--- config.mk ---
export PLATFORM = sky130hd
export DESIGN_NAME = mdio_read_sequencer_flat
export DESIGN_NICKNAME = d
export VERILOG_FILES = /design/src/rtl/mdio_read_sequencer_if.sv /design/src/rtl/mdio_read_sequencer.sv /design/src/flat_wrapper.sv
export SDC_FILE = /design/constraint.sdc
export NUM_CORES = 1
export LEC_CHECK = 0
export CAP_MARGIN = 15
export CORE_ASPECT_RATIO = 0.5
export CORE_MARGIN = 2
export CORE_UTILIZATION = 57
export DETAILED_ROUTE_END_ITERATION = 8
export GPL_TIMING_DRIVEN = 0
export PLACE_DENSITY = 0.89
export SETUP_SLACK_MARGIN = 0.1
export SLEW_MARGIN = 20
export SYNTH_ARGS = -nofsm -noshare
export SYNTH_HDL_FRONTEND = slang
export SYNTH_SLANG_ARGS = --single-unit
export TNS_END_PERCENT = 10
--- constraint.sdc ---
create_clock -name clk -period 4.1 [get_ports clk]
set_input_delay 0.82 -clock clk [delete_from_list [all_inputs] [get_ports clk]]
set_output_delay 0.82 -clock clk [all_outputs]
set_load 0.005 [all_outputs]
--- src/rtl/mdio_read_sequencer_if.sv ---
// Host-side word handshake for the MDIO read sequencer.
// Ports: out_data/out_valid (sequencer to host), out_ready (host to sequencer).
interface mdio_read_sequencer_if;
    logic [8:0] out_data;
    logic       out_valid;
    logic       out_ready;

    modport master (
        output out_data,
        output out_valid,
        input  out_ready
    );

    modport slave (
        input  out_data,
        input  out_valid,
        output out_ready
    );
endinterface

--- src/rtl/mdio_read_sequencer.sv ---
// Sweeps MDIO capture-memory lanes across an address window and hands each word to the host.
// Ports: clk/rstn, start/abort/cfg_* control, rf_mdio_* read path, out_if handshake, busy/done/cfg_err/word_cnt status.
module mdio_read_sequencer #(
    parameter int RD_LAT = 3
) (
    input  logic        clk,
    input  logic        rstn,
    input  logic        start,
    input  logic        abort,
    input  logic        cfg_96path_en,
    input  logic [14:0] cfg_addr_start,
    input  logic [14:0] cfg_addr_end,
    output logic        mdio_read_en,
    output logic        rf_mdio_read_pulse,
    output logic [6:0]  rf_mdio_data_sel,
    output logic [14:0] rf_mdio_memory_addr,
    input  logic [8:0]  rf_mdio_pkt_data,
    mdio_read_sequencer_if.master out_if,
    output logic        busy,
    output logic        done,
    output logic        cfg_err,
    output logic [21:0] word_cnt
);

    typedef enum logic [2:0] {
        IDLE,
        ISSUE,
        WAIT,
        HOLD,
        NEXT,
        DONE
    } state_t;

    localparam logic [3:0] LAT_LOAD = 4'(RD_LAT - 1);

    state_t      state_q, state_d;
    logic [3:0]  lat_q, lat_d;
    logic [6:0]  sel_q, sel_d;
    logic [6:0]  last_q, last_d;
    logic [14:0] addr_q, addr_d;
    logic [14:0] a_start_q, a_start_d;
    logic [14:0] a_end_q, a_end_d;
    logic [8:0]  data_q, data_d;
    logic        valid_q, valid_d;
    logic [21:0] cnt_q, cnt_d;
    logic        done_q, done_d;
    logic        err_q, err_d;
    logic        cfg_ok;

    assign cfg_ok = (cfg_addr_end >= cfg_addr_start);

    always_ff @(posedge clk) begin
        if (!rstn) begin
            state_q   <= IDLE;
            lat_q     <= '0;
            sel_q     <= '0;
            last_q    <= '0;
            addr_q    <= '0;
            a_start_q <= '0;
            a_end_q   <= '0;
            data_q    <= '0;
            valid_q   <= 1'b0;
            cnt_q     <= '0;
            done_q    <= 1'b0;
            err_q     <= 1'b0;
        end else begin
            state_q   <= state_d;
            lat_q     <= lat_d;
            sel_q     <= sel_d;
            last_q    <= last_d;
            addr_q    <= addr_d;
            a_start_q <= a_start_d;
            a_end_q   <= a_end_d;
            data_q    <= data_d;
            valid_q   <= valid_d;
            cnt_q     <= cnt_d;
            done_q    <= done_d;
            err_q     <= err_d;
        end
    end

    always_comb begin
        state_d   = state_q;
        lat_d     = lat_q;
        sel_d     = sel_q;
        last_d    = last_q;
        addr_d    = addr_q;
        a_start_d = a_start_q;
        a_end_d   = a_end_q;
        data_d    = data_q;
        valid_d   = valid_q;
        cnt_d     = cnt_q;
        done_d    = done_q;
        err_d     = 1'b0;

        if (abort) begin
            // word_cnt survives an abort so the host can see progress
            state_d = IDLE;
            valid_d = 1'b0;
            done_d  = 1'b0;
        end else begin
            unique case (state_q)
                IDLE, DONE: begin
                    if (start) begin
                        if (cfg_ok) begin
                            last_d    = cfg_96path_en ? 7'd95 : 7'd47;
                            a_start_d = cfg_addr_start;
                            a_end_d   = cfg_addr_end;
                            sel_d     = '0;
                            addr_d    = cfg_addr_start;
                            cnt_d     = '0;
                            done_d    = 1'b0;
                            state_d   = ISSUE;
                        end else begin
                            err_d = 1'b1;
                        end
                    end
                end
                ISSUE: begin
                    lat_d   = LAT_LOAD;
                    state_d = WAIT;
                end
                WAIT: begin
                    if (lat_q == 4'd0) begin
                        data_d  = rf_mdio_pkt_data;
                        valid_d = 1'b1;
                        state_d = HOLD;
                    end else begin
                        lat_d = lat_q - 4'd1;
                    end
                end
                HOLD: begin
                    if (out_if.out_ready) begin
                        valid_d = 1'b0;
                        cnt_d   = cnt_q + 22'd1;
                        state_d = NEXT;
                    end
                end
                NEXT: begin
                    // compare before increment: an end of 0x7FFF never wraps
                    if (addr_q != a_end_q) begin
                        addr_d  = addr_q + 15'd1;
                        state_d = ISSUE;
                    end else if (sel_q != last_q) begin
                        sel_d   = sel_q + 7'd1;
                        addr_d  = a_start_q;
                        state_d = ISSUE;
                    end else begin
                        done_d  = 1'b1;
                        state_d = DONE;
                    end
                end
                default: state_d = IDLE;
            endcase
        end
    end

    assign busy                = (state_q != IDLE) && (state_q != DONE);
    assign mdio_read_en        = busy;
    assign rf_mdio_read_pulse  = (state_q == ISSUE);
    assign rf_mdio_data_sel    = sel_q;
    assign rf_mdio_memory_addr = addr_q;
    assign out_if.out_data     = data_q;
    assign out_if.out_valid    = valid_q;
    assign done                = done_q;
    assign cfg_err             = err_q;
    assign word_cnt            = cnt_q;

endmodule

--- src/flat_wrapper.sv ---
// flat-port wrapper written by rule: the top's interface ports become plain ports
module mdio_read_sequencer_flat 
#(
    parameter int RD_LAT = 3
)
  (clk, rstn, start, abort, cfg_96path_en, cfg_addr_start, cfg_addr_end, mdio_read_en, rf_mdio_read_pulse, rf_mdio_data_sel, rf_mdio_memory_addr, rf_mdio_pkt_data, busy, done, cfg_err, word_cnt, out_if_out_data, out_if_out_valid, out_if_out_ready);
  mdio_read_sequencer_if out_if_i ();
  input  logic clk;
  input  logic rstn;
  input  logic start;
  input  logic abort;
  input  logic cfg_96path_en;
  input  logic [14:0] cfg_addr_start;
  input  logic [14:0] cfg_addr_end;
  output logic mdio_read_en;
  output logic rf_mdio_read_pulse;
  output logic [6:0] rf_mdio_data_sel;
  output logic [14:0] rf_mdio_memory_addr;
  input  logic [8:0] rf_mdio_pkt_data;
  output logic busy;
  output logic done;
  output logic cfg_err;
  output logic [21:0] word_cnt;
  output wire logic [$bits(out_if_i.out_data)-1:0] out_if_out_data;
  output wire logic [$bits(out_if_i.out_valid)-1:0] out_if_out_valid;
  input wire logic [$bits(out_if_i.out_ready)-1:0] out_if_out_ready;
  assign out_if_out_data = out_if_i.out_data;
  assign out_if_out_valid = out_if_i.out_valid;
  assign out_if_i.out_ready = out_if_out_ready;
  mdio_read_sequencer #(.RD_LAT(RD_LAT)) u_core (.clk(clk), .rstn(rstn), .start(start), .abort(abort), .cfg_96path_en(cfg_96path_en), .cfg_addr_start(cfg_addr_start), .cfg_addr_end(cfg_addr_end), .mdio_read_en(mdio_read_en), .rf_mdio_read_pulse(rf_mdio_read_pulse), .rf_mdio_data_sel(rf_mdio_data_sel), .rf_mdio_memory_addr(rf_mdio_memory_addr), .rf_mdio_pkt_data(rf_mdio_pkt_data), .out_if(out_if_i), .busy(busy), .done(done), .cfg_err(cfg_err), .word_cnt(word_cnt));
endmodule
After elaboration in Yosys (flattened, before gate mapping)
Cells that the tools add are included.
W data, S select, Z words.

storage, ports and cells
  bits in registers = 100
  input bits = 45

cells by class
  equality and inequality tests = 17
  $add $sub $neg = 4
  $lt $le $gt $ge = 1
  bitwise operators = 4
  muxes and demuxes = 33
  reductions and logical operators = 20

operator list
  operator                 count
  $mux W22                 3
  $mux W15                 4
  $pmux W22 S2             1
  $mux W7                  5
  $pmux W15 S2             1
  $add A22 B1 Y22 const B  1
  $mux W3                  6
  $add A15 B1 Y15 const B  1
  $ge A15 B15 Y1           1
  $ne A15 B15 Y1           1
  $pmux W3 S5              1
  $reduce_and A5 Y1        3
  $pmux W7 S2              1
  $ne A2 B2 Y1 const B     5
  $reduce_and A3 Y1        3
  $pmux W4 S2              1
  $reduce_and A4 Y1        2
  $reduce_bool A2 Y1       4
  $add A7 B1 Y7 const B    1
  $mux W1                  7
  $ne A7 B7 Y1             1
  $eq A3 B2 Y1 const B     2
  $eq A3 B3 Y1 const B     2
  $ne A2 B1 Y1 const B     3
  14 further kinds         19

Longest topological paths before layout
Gate-level depths: netlist of run 1.

  depth in word-level cells = 4
  depth in mapped cells = 10

Worst setup path after synthesis of run 1
Ideal clock, no wire load.

  path type = input-to-reg
  start = in cfg_addr_start[4]
  end = reg u_core.a_end_q[10]
  arrival time = 2.699 ns
  path slack = 1.331 ns
  stages on the path = 9
  data required time = 4.030 ns
  buffers on the path = 1
  setup time = 0.070 ns
  cell sequence = inv_1 -> ha_1 -> a21o_1 -> a221o_1 -> a41o_1 -> a21oi_1 -> clkbuf_1 -> o21ai_0 -> a21oi_1

between the ends
  word-level cells in the longest chain between the ends = 2

RTL lines
  element                             line                       source
  from (decl)                         flat_wrapper.sv:13         input logic [14:0] cfg_addr_start;
  $ge A15 B15 Y1                      mdio_read_sequencer.sv:50  assign cfg_ok = (cfg_addr_end >= cfg_addr_start);
  $reduce_and A4 Y1 (no source line)  n/a
  to (signal assigned)                mdio_read_sequencer.sv:73  a_end_q <= a_end_d;
  to (decl)                           mdio_read_sequencer.sv:42  logic [14:0] a_end_q, a_end_d;

Every way passes these cells.
A chain may end at the register's enable or synchronous reset.

Final worst setup path of run 1
  start = in cfg_addr_start[6]
  end = reg u_core.a_end_q[5]

The elaborated chain is that of the path after synthesis.

==> results of run 1 <==
worst max-delay path, delay by kind of cell:
| kind | cells | cell delay, ns |
|---|---|---|
| adder cells (fa/ha/maj) | 1 | 0.31 |
| buffers and inverters | 3 | 1.11 |
| AND/OR/NAND/NOR | 1 | 0.18 |
| AO/OA/AOI/OAI | 5 | 1.79 |
Yosys cell counts (6+ instances only):
| cell | count | area share (%) |
|---|---|---|
| xor2_1 | 24 | 3.8 |
| a31oi_1 | 36 | 4.1 |
| nor2_1 | 46 | 3.1 |
| o21ai_0 | 62 | 5.6 |
| nand4_1 | 11 | 1.2 |
| dfxtp_1 | 96 | 35 |
| o211ai_1 | 9 | 1.2 |
| mux2i_1 | 12 | 2.2 |
| nor3_1 | 23 | 2.1 |
| nand2_1 | 67 | 4.5 |
| and4_1 | 6 | 0.95 |
| a211oi_2 | 10 | 2.3 |
| a21oi_1 | 48 | 4.3 |
| nand3_1 | 58 | 5.2 |
| and3_1 | 7 | 0.79 |
| a211oi_1 | 6 | 0.81 |
| ha_1 | 20 | 4.5 |
| clkbuf_1 | 48 | 3.3 |
| a311oi_1 | 11 | 1.7 |
| xnor2_1 | 8 | 1.3 |
| inv_1 | 22 | 1.5 |
metrics by stage:
stage | utilization [%] | cells | instance area (um^2)
finish | 74.2 | 957 | 7010
global placement | 71.0 | 942 | 6710
detailed placement | 71.0 | 942 | 6710
floorplan | - | 706 | 5530
CTS | 74.2 | 957 | 7010
global route | 74.2 | 957 | 7010
layer usage:
metal | part of all wire [%] | global-route usage, % | wire (um) | up-vias
li1 | - | - | - | 2818
met1 | 42 | 46.6 | 7560 | 2823
met2 | 45 | 56.4 | 8120 | 395
met3 | 11 | 8.80 | 2020 | 50
met4 | 2.8 | 13.8 | 510 | 0
met5 | 0 | 0 | 0 | -
state kept, by name (all words and copies together), names as in the netlist:
| register | count |
|---|---|
| u_core.done | 1 |
| u_core.out_if.out_valid | 1 |
| u_core.out_if.out_data | 9 |
| u_core.a_start_q | 15 |
| u_core.word_cnt | 22 |
| u_core.cfg_err | 1 |
| u_core.rf_mdio_data_sel | 7 |
| u_core.last_q | 3 |
| u_core.state_q | 3 |
| u_core.a_end_q | 15 |
| u_core.lat_q | 4 |
| u_core.rf_mdio_memory_addr | 15 |
where the power goes:
group	switching, W	internal, W	total [W]
Combinational	0.000423	0.000257	0.000680
Sequential	0.0000490	0.000974	0.00102
Clock	0.000377	0.000487	0.000864
Total	0.000848	0.00172	0.00257
cell type report:
| class | count | area (um^2) | share of cell area (%) |
|---|---|---|---|
| well taps | 135 | 169 | 2.41 |
| multi-input cells | 530 | 3280 | 46.8 |
| plain buffers | 57 | 245 | 3.50 |
| clock inverters | 5 | 57.6 | 0.821 |
| clock buffers | 10 | 239 | 3.41 |
| flip-flops and latches | 96 | 1920 | 27.4 |
| repair buffers | 101 | 1010 | 14.4 |
| inverters | 23 | 86.3 | 1.23 |
logic make-up (layout without fill, tap and decap cells):
logic type	count (synthesis)	count (layout)	synth area share, %
compound gates	213	213	24.6
xor+xnor	32	32	5.07
fa+ha+maj	20	20	4.52
buf+inv	80	196	6.00
flops	96	96	34.8
mux	13	13	2.44
simple gates	252	252	22.6
worst max path at each step:
stage | endpoint | cells after the start
after floorplan | u_core.a_end_q[10] | 9
after global placement | u_core.a_end_q[10] | 10
after detailed placement | u_core.a_start_q[4] | 10
after CTS | u_core.a_end_q[5] | 10
after global routing | u_core.a_start_q[6] | 10
final | u_core.a_end_q[5] | 10
==> flow_summary.ini, run 1 <==
[run_status]
outcome = finished clean

[yosys]
yosys_register_bits = 96
synth-edff-count = 0
syn_inst = 706
avgSynthCellArea_um2 = 7.83
ys_warn_count = 0
netlist_area_mm2 = 0.00553
syn_nets = 771
synthFlopType = dfxtp_1
synth_cell_type_count = 59
async_flop_share_pct = 0
yosysSeqAreaShare_pct = 34.8

[critical_path]
timing_worst_setup_path_type = in -> reg
cp_data_required_time_ns = 4.37
rr_startpoint = u_core.state_q[2]
crit_path_start_kind = input pin
startpoint = cfg_addr_start[6]
r2r_slack_ns = 1.12
reg2reg_depth = 8
timing.rr.end = u_core.a_end_q[5]
slowest_stage = a21oi_1
crit_chain = clkdlybuf4s50_1, inv_1, ha_1, and2_0, a221o_1, a41o_1, a21oi_1, clkbuf_1, o21ai_0, a21oi_1
crit_top_cell = a21oi_1
arrival_ns = 4.21
worst_setup_path_end_kind = flip-flop
max_stage_delay_ns = 0.79
critPathMaxFanout = 10

[global_route]
grt_max_degree = 16
track_usage_pct = 35.3
grt_pass1_vias = 5786
antenna_found_initial = 0
grt_pass1_wl_um = 28900
gr-total-overflow = 0

[sta]
hold-worst-slack_ns = 0.457
worst_slew_pin_slew_ns = 0.993
setup-violations-final = 0
min_period_ns = 3.95
report.final.slew_viol_count = 0
rsz0062_at_grt = false
slew_headroom_pct = 33.8
clock-skew-final_ns = 0.00895
fmax_mhz = 253
setup_tns_ns = 0
hold_violations = 0
fin_ws_ns = 0.153
finalCritPeriodShare_pct = 96.3

[drt]
routed_wl_um = 18200
first_pass_iters = 8
drc = 0
ant_nets = 0
first_iter_violations = 777
wl_per_cell_um = 19.0
vias_per_cell = 6.36
vias = 6086

[clock_network]
clock_sinks = 96
clockBufferDepth = 2
cts_hold_buffers = 0
cts-resized-gates = 0
root_buffer = clkbuf_16
cts-buffers-inserted = 9
post_cts_buffers = 0
clock_latency_ns = 0.35
cts_tree = yes
path_clk_slew_ns = 0.07
h-tree-depth = 3

[hold_path]
whs_path_depth = 2
min_from = u_core.done
worst_hold_path_type = reg -> reg
holdPathEnd = u_core.done

[die]
die-area_mm2 = 0.0106
io_pins = 104
num_rows = 25
die_w_um = 143
die_h_um = 73.7
initial_core_util_pct = 58.5
fp.coreArea_mm2 = 0.00945

[cells_and_area]
final_cell_mix = 101 x clkdlybuf4s50_1, 96 x dfxtp_1, 67 x nand2_1, 62 x o21ai_0, 58 x nand3_1
layout_commonest_cell = clkdlybuf4s50_1
layout.nets = 883
antennaDiodeCount = 0
area_delta_synth_final_pct = 26.7
drive_gt1_share_pct = 5.35
nFillCells = 737

[power_and_ir_drop]
total_power_w = 0.00257
cellPowerDensity_mw_per_mm2 = 366
power_leakage_nw = 2.44
vdd_ir_drop_max_mv = 0.254

[run]
max-cap-violations = 0

[placed_design]
place.gp.congestion = 0.974
dp_hpwl_um = 13100
pre_cts_slack_ns = 0.00203
port_buffers = 101
No activity file was read; power rests on OpenSTA's default activity.
==> run 2, diff against run 1 <==
Settings changed: CTS_CLUSTER_SIZE set to 14.
Clock period 4.1 ns to 4.6 ns, I/O delays scaled along.
==> results of run 2 <==
The final DEF is identical to that of run 1. Status: finished clean.
Main changes from that run: setup slack after placement 0.00203 ns -> 0.402 ns; setup slack after layout 0.153 ns -> 0.553 ns; register-to-register setup slack 1.12 ns -> 1.62 ns; total power 0.00257 W -> 0.00229 W; worst IR drop on VDD 0.254 mV -> 0.226 mV
==> run 3, diff against run 2 <==
Settings changed: CELL_PAD_IN_SITES_DETAIL_PLACEMENT set to 0, CELL_PAD_IN_SITES_GLOBAL_PLACEMENT set to 1, CORE_UTILIZATION 57 to 42, PLACE_DENSITY 0.89 to 0.9.
==> run 3 against run 2 <==
  * Utilization decreased by 19 points
  * Maximum frequency is 2.2% higher
  * Critical path type unchanged
  * Register-to-register slack better by 0.12 ns
  * Critical path depth unchanged
  * Wire length increased by 1.3%
  * Sequential share of layout area is 0.14 points lower
  * Flip-flop and latch count stayed put
  * Combinational power about the same
  * Via count shrank 3.0%
  * Worst hold slack improved by 0.0073 ns
  * Power is 0.57% lower
  * Clock power down 2%
==> flow_summary.ini, run 3 (synthesized netlist as in run 1, its figures left out) <==
[drt]
drc = 0
routed_wl_um = 18500
first_iter_violations = 577
vias_per_cell = 5.95
vias = 5906
wl_per_cell_um = 18.6
first_pass_iters = 5
ant_nets = 0

[placed_design]
place.gp.congestion = 0.911
port_buffers = 101
place_area_mm2 = 0.00675
dp_hpwl_um = 13500

[die]
initial_core_util_pct = 43.3
die-area_mm2 = 0.0142
fp.coreArea_mm2 = 0.0128
die_h_um = 85.1
num_rows = 29
die_w_um = 166
io_pins = 104

[power_and_ir_drop]
p_sw_w = 0.000758
sw_frac_of_total_pct = 33.3
p_int_w = 0.00152
power_leakage_nw = 2.43
pwr-share-comb_pct = 26.6
seq_power_share_pct = 40.1
vdd_ir_drop_max_mv = 0.179
power.share.clock_pct = 33.3
cellPowerDensity_mw_per_mm2 = 323

[clock_network]
clock_latency_ns = 0.35
clock_sinks = 96
cts_tree = yes
cts-resized-gates = 0
root_buffer = clkbuf_16
h-tree-depth = 3
path_clk_slew_ns = 0.07
post_cts_buffers = 0
clockBufferDepth = 2
cts_hold_buffers = 0
cts-buffers-inserted = 9

[hold_path]
worst_hold_path_type = reg -> reg
whs_path_depth = 2

[sta]
slew_headroom_pct = 34.2
fmax_mhz = 252
clock-skew-final_ns = 0.00638
setup-violations-final = 0
worst_slew_pin_slew_ns = 0.987
hold-worst-slack_ns = 0.464
rsz0062_at_grt = false
setup_tns_ns = 0
finalCritPeriodShare_pct = 86.1
report.final.slew_viol_count = 0
hold_violations = 0
min_period_ns = 3.96

[cells_and_area]
layout_commonest_cell = clkdlybuf4s50_1
area_delta_synth_final_pct = 27.4
antennaDiodeCount = 0
drive_gt1_share_pct = 5.35
largest_reg_flops = 22
layout.nets = 883
final_cell_mix = 101 x clkdlybuf4s50_1, 96 x dfxtp_1, 67 x nand2_1, 62 x o21ai_0, 58 x nand3_1
seq_area_mm2 = 0.00192
multi_input_comb_area_mm2 = 0.00328
design_area_mm2 = 0.00704
nFillCells = 1250
fin_util_pct = 55.1

[global_route]
gr-total-overflow = 0
grt_pass1_vias = 5332
grt_pass1_wl_um = 28700
grt_max_degree = 16
track_usage_pct = 25.4
antenna_found_initial = 0

[run]
max-cap-violations = 0

[critical_path]
critPathMaxFanout = 10
cp_data_required_time_ns = 4.88
timing_worst_setup_path_type = in -> reg
crit_path_start_kind = input pin
reg2reg_depth = 8
worst_setup_path_end_kind = flip-flop
arrival_ns = 4.24

[run_status]
outcome = finished clean
-- run 3: cell count changes in the layout (fill, tap and decap cells not counted) --
cell        previous run  this run
clkbuf_1              48        49
clkinv_2               2         3
clkinv_4               2         0
clkinvlp_4             0         2
clkbuf_8               1         0
-- run 3: area by class of cell --
cell class	instances	area share (%)
Sequential cell	96	27.3
Tap cell	170	3.02
Timing Repair Buffer	101	14.4
Multi-Input combinational cell	530	46.5
Clock buffer	10	3.25
Buffer	57	3.48
Inverter	23	1.23
Clock inverter	6	0.853
-- run 3: worst paths after layout --
kind                                   startpoint                   to  slack (ns)
worst max-delay path            cfg_addr_start[4]  u_core.a_start_q[6]        0.64
worst min-delay path                  u_core.done          u_core.done        0.46
worst max register to register  u_core.state_q[2]  u_core.a_start_q[6]        1.74
worst min register to register        u_core.done          u_core.done        0.46
-- run 3: routing by layer --
metal	share of wire [%]	GRT usage, %	vias up
li1	-	-	2817
met1	47	36.0	2829
met2	44	39.8	235
met3	7.3	5.13	25
met4	1.5	6.82	0
met5	0	0	-
-- run 3: power groups by stage --
stage	registers, W	clock network (W)	logic, W
2_1_floorplan	0.000920	0	0.000354
3_3_place_gp	0.000930	0	0.000584
3_5_place_dp	0.000931	0	0.000588
4_1_cts	0.000912	0.000762	0.000591
5_1_grt	0.000918	0.000791	0.000649
6_report	0.000913	0.000758	0.000604
-- run 3: metrics by stage --
stage | worst slack, ns | power (W) | instances
floorplan | 1.73 | 0.00127 | 706
global placement | 0.392 | 0.00151 | 977
detailed placement | 0.352 | 0.00152 | 977
CTS | 0.704 | 0.00226 | 993
global route | 0.531 | 0.00236 | 993
finish | 0.639 | 0.00227 | 993
-- run 3: worst max-delay path: stages --
cell	delay (ns)
clkdlybuf4s50_1	0.55
inv_1	0.07
ha_1	0.32
a21o_1	0.16
a221o_1	0.33
a41o_1	0.28
a21oi_1	0.78
clkbuf_1	0.47
o21ai_0	0.16
a21oi_1	0.17
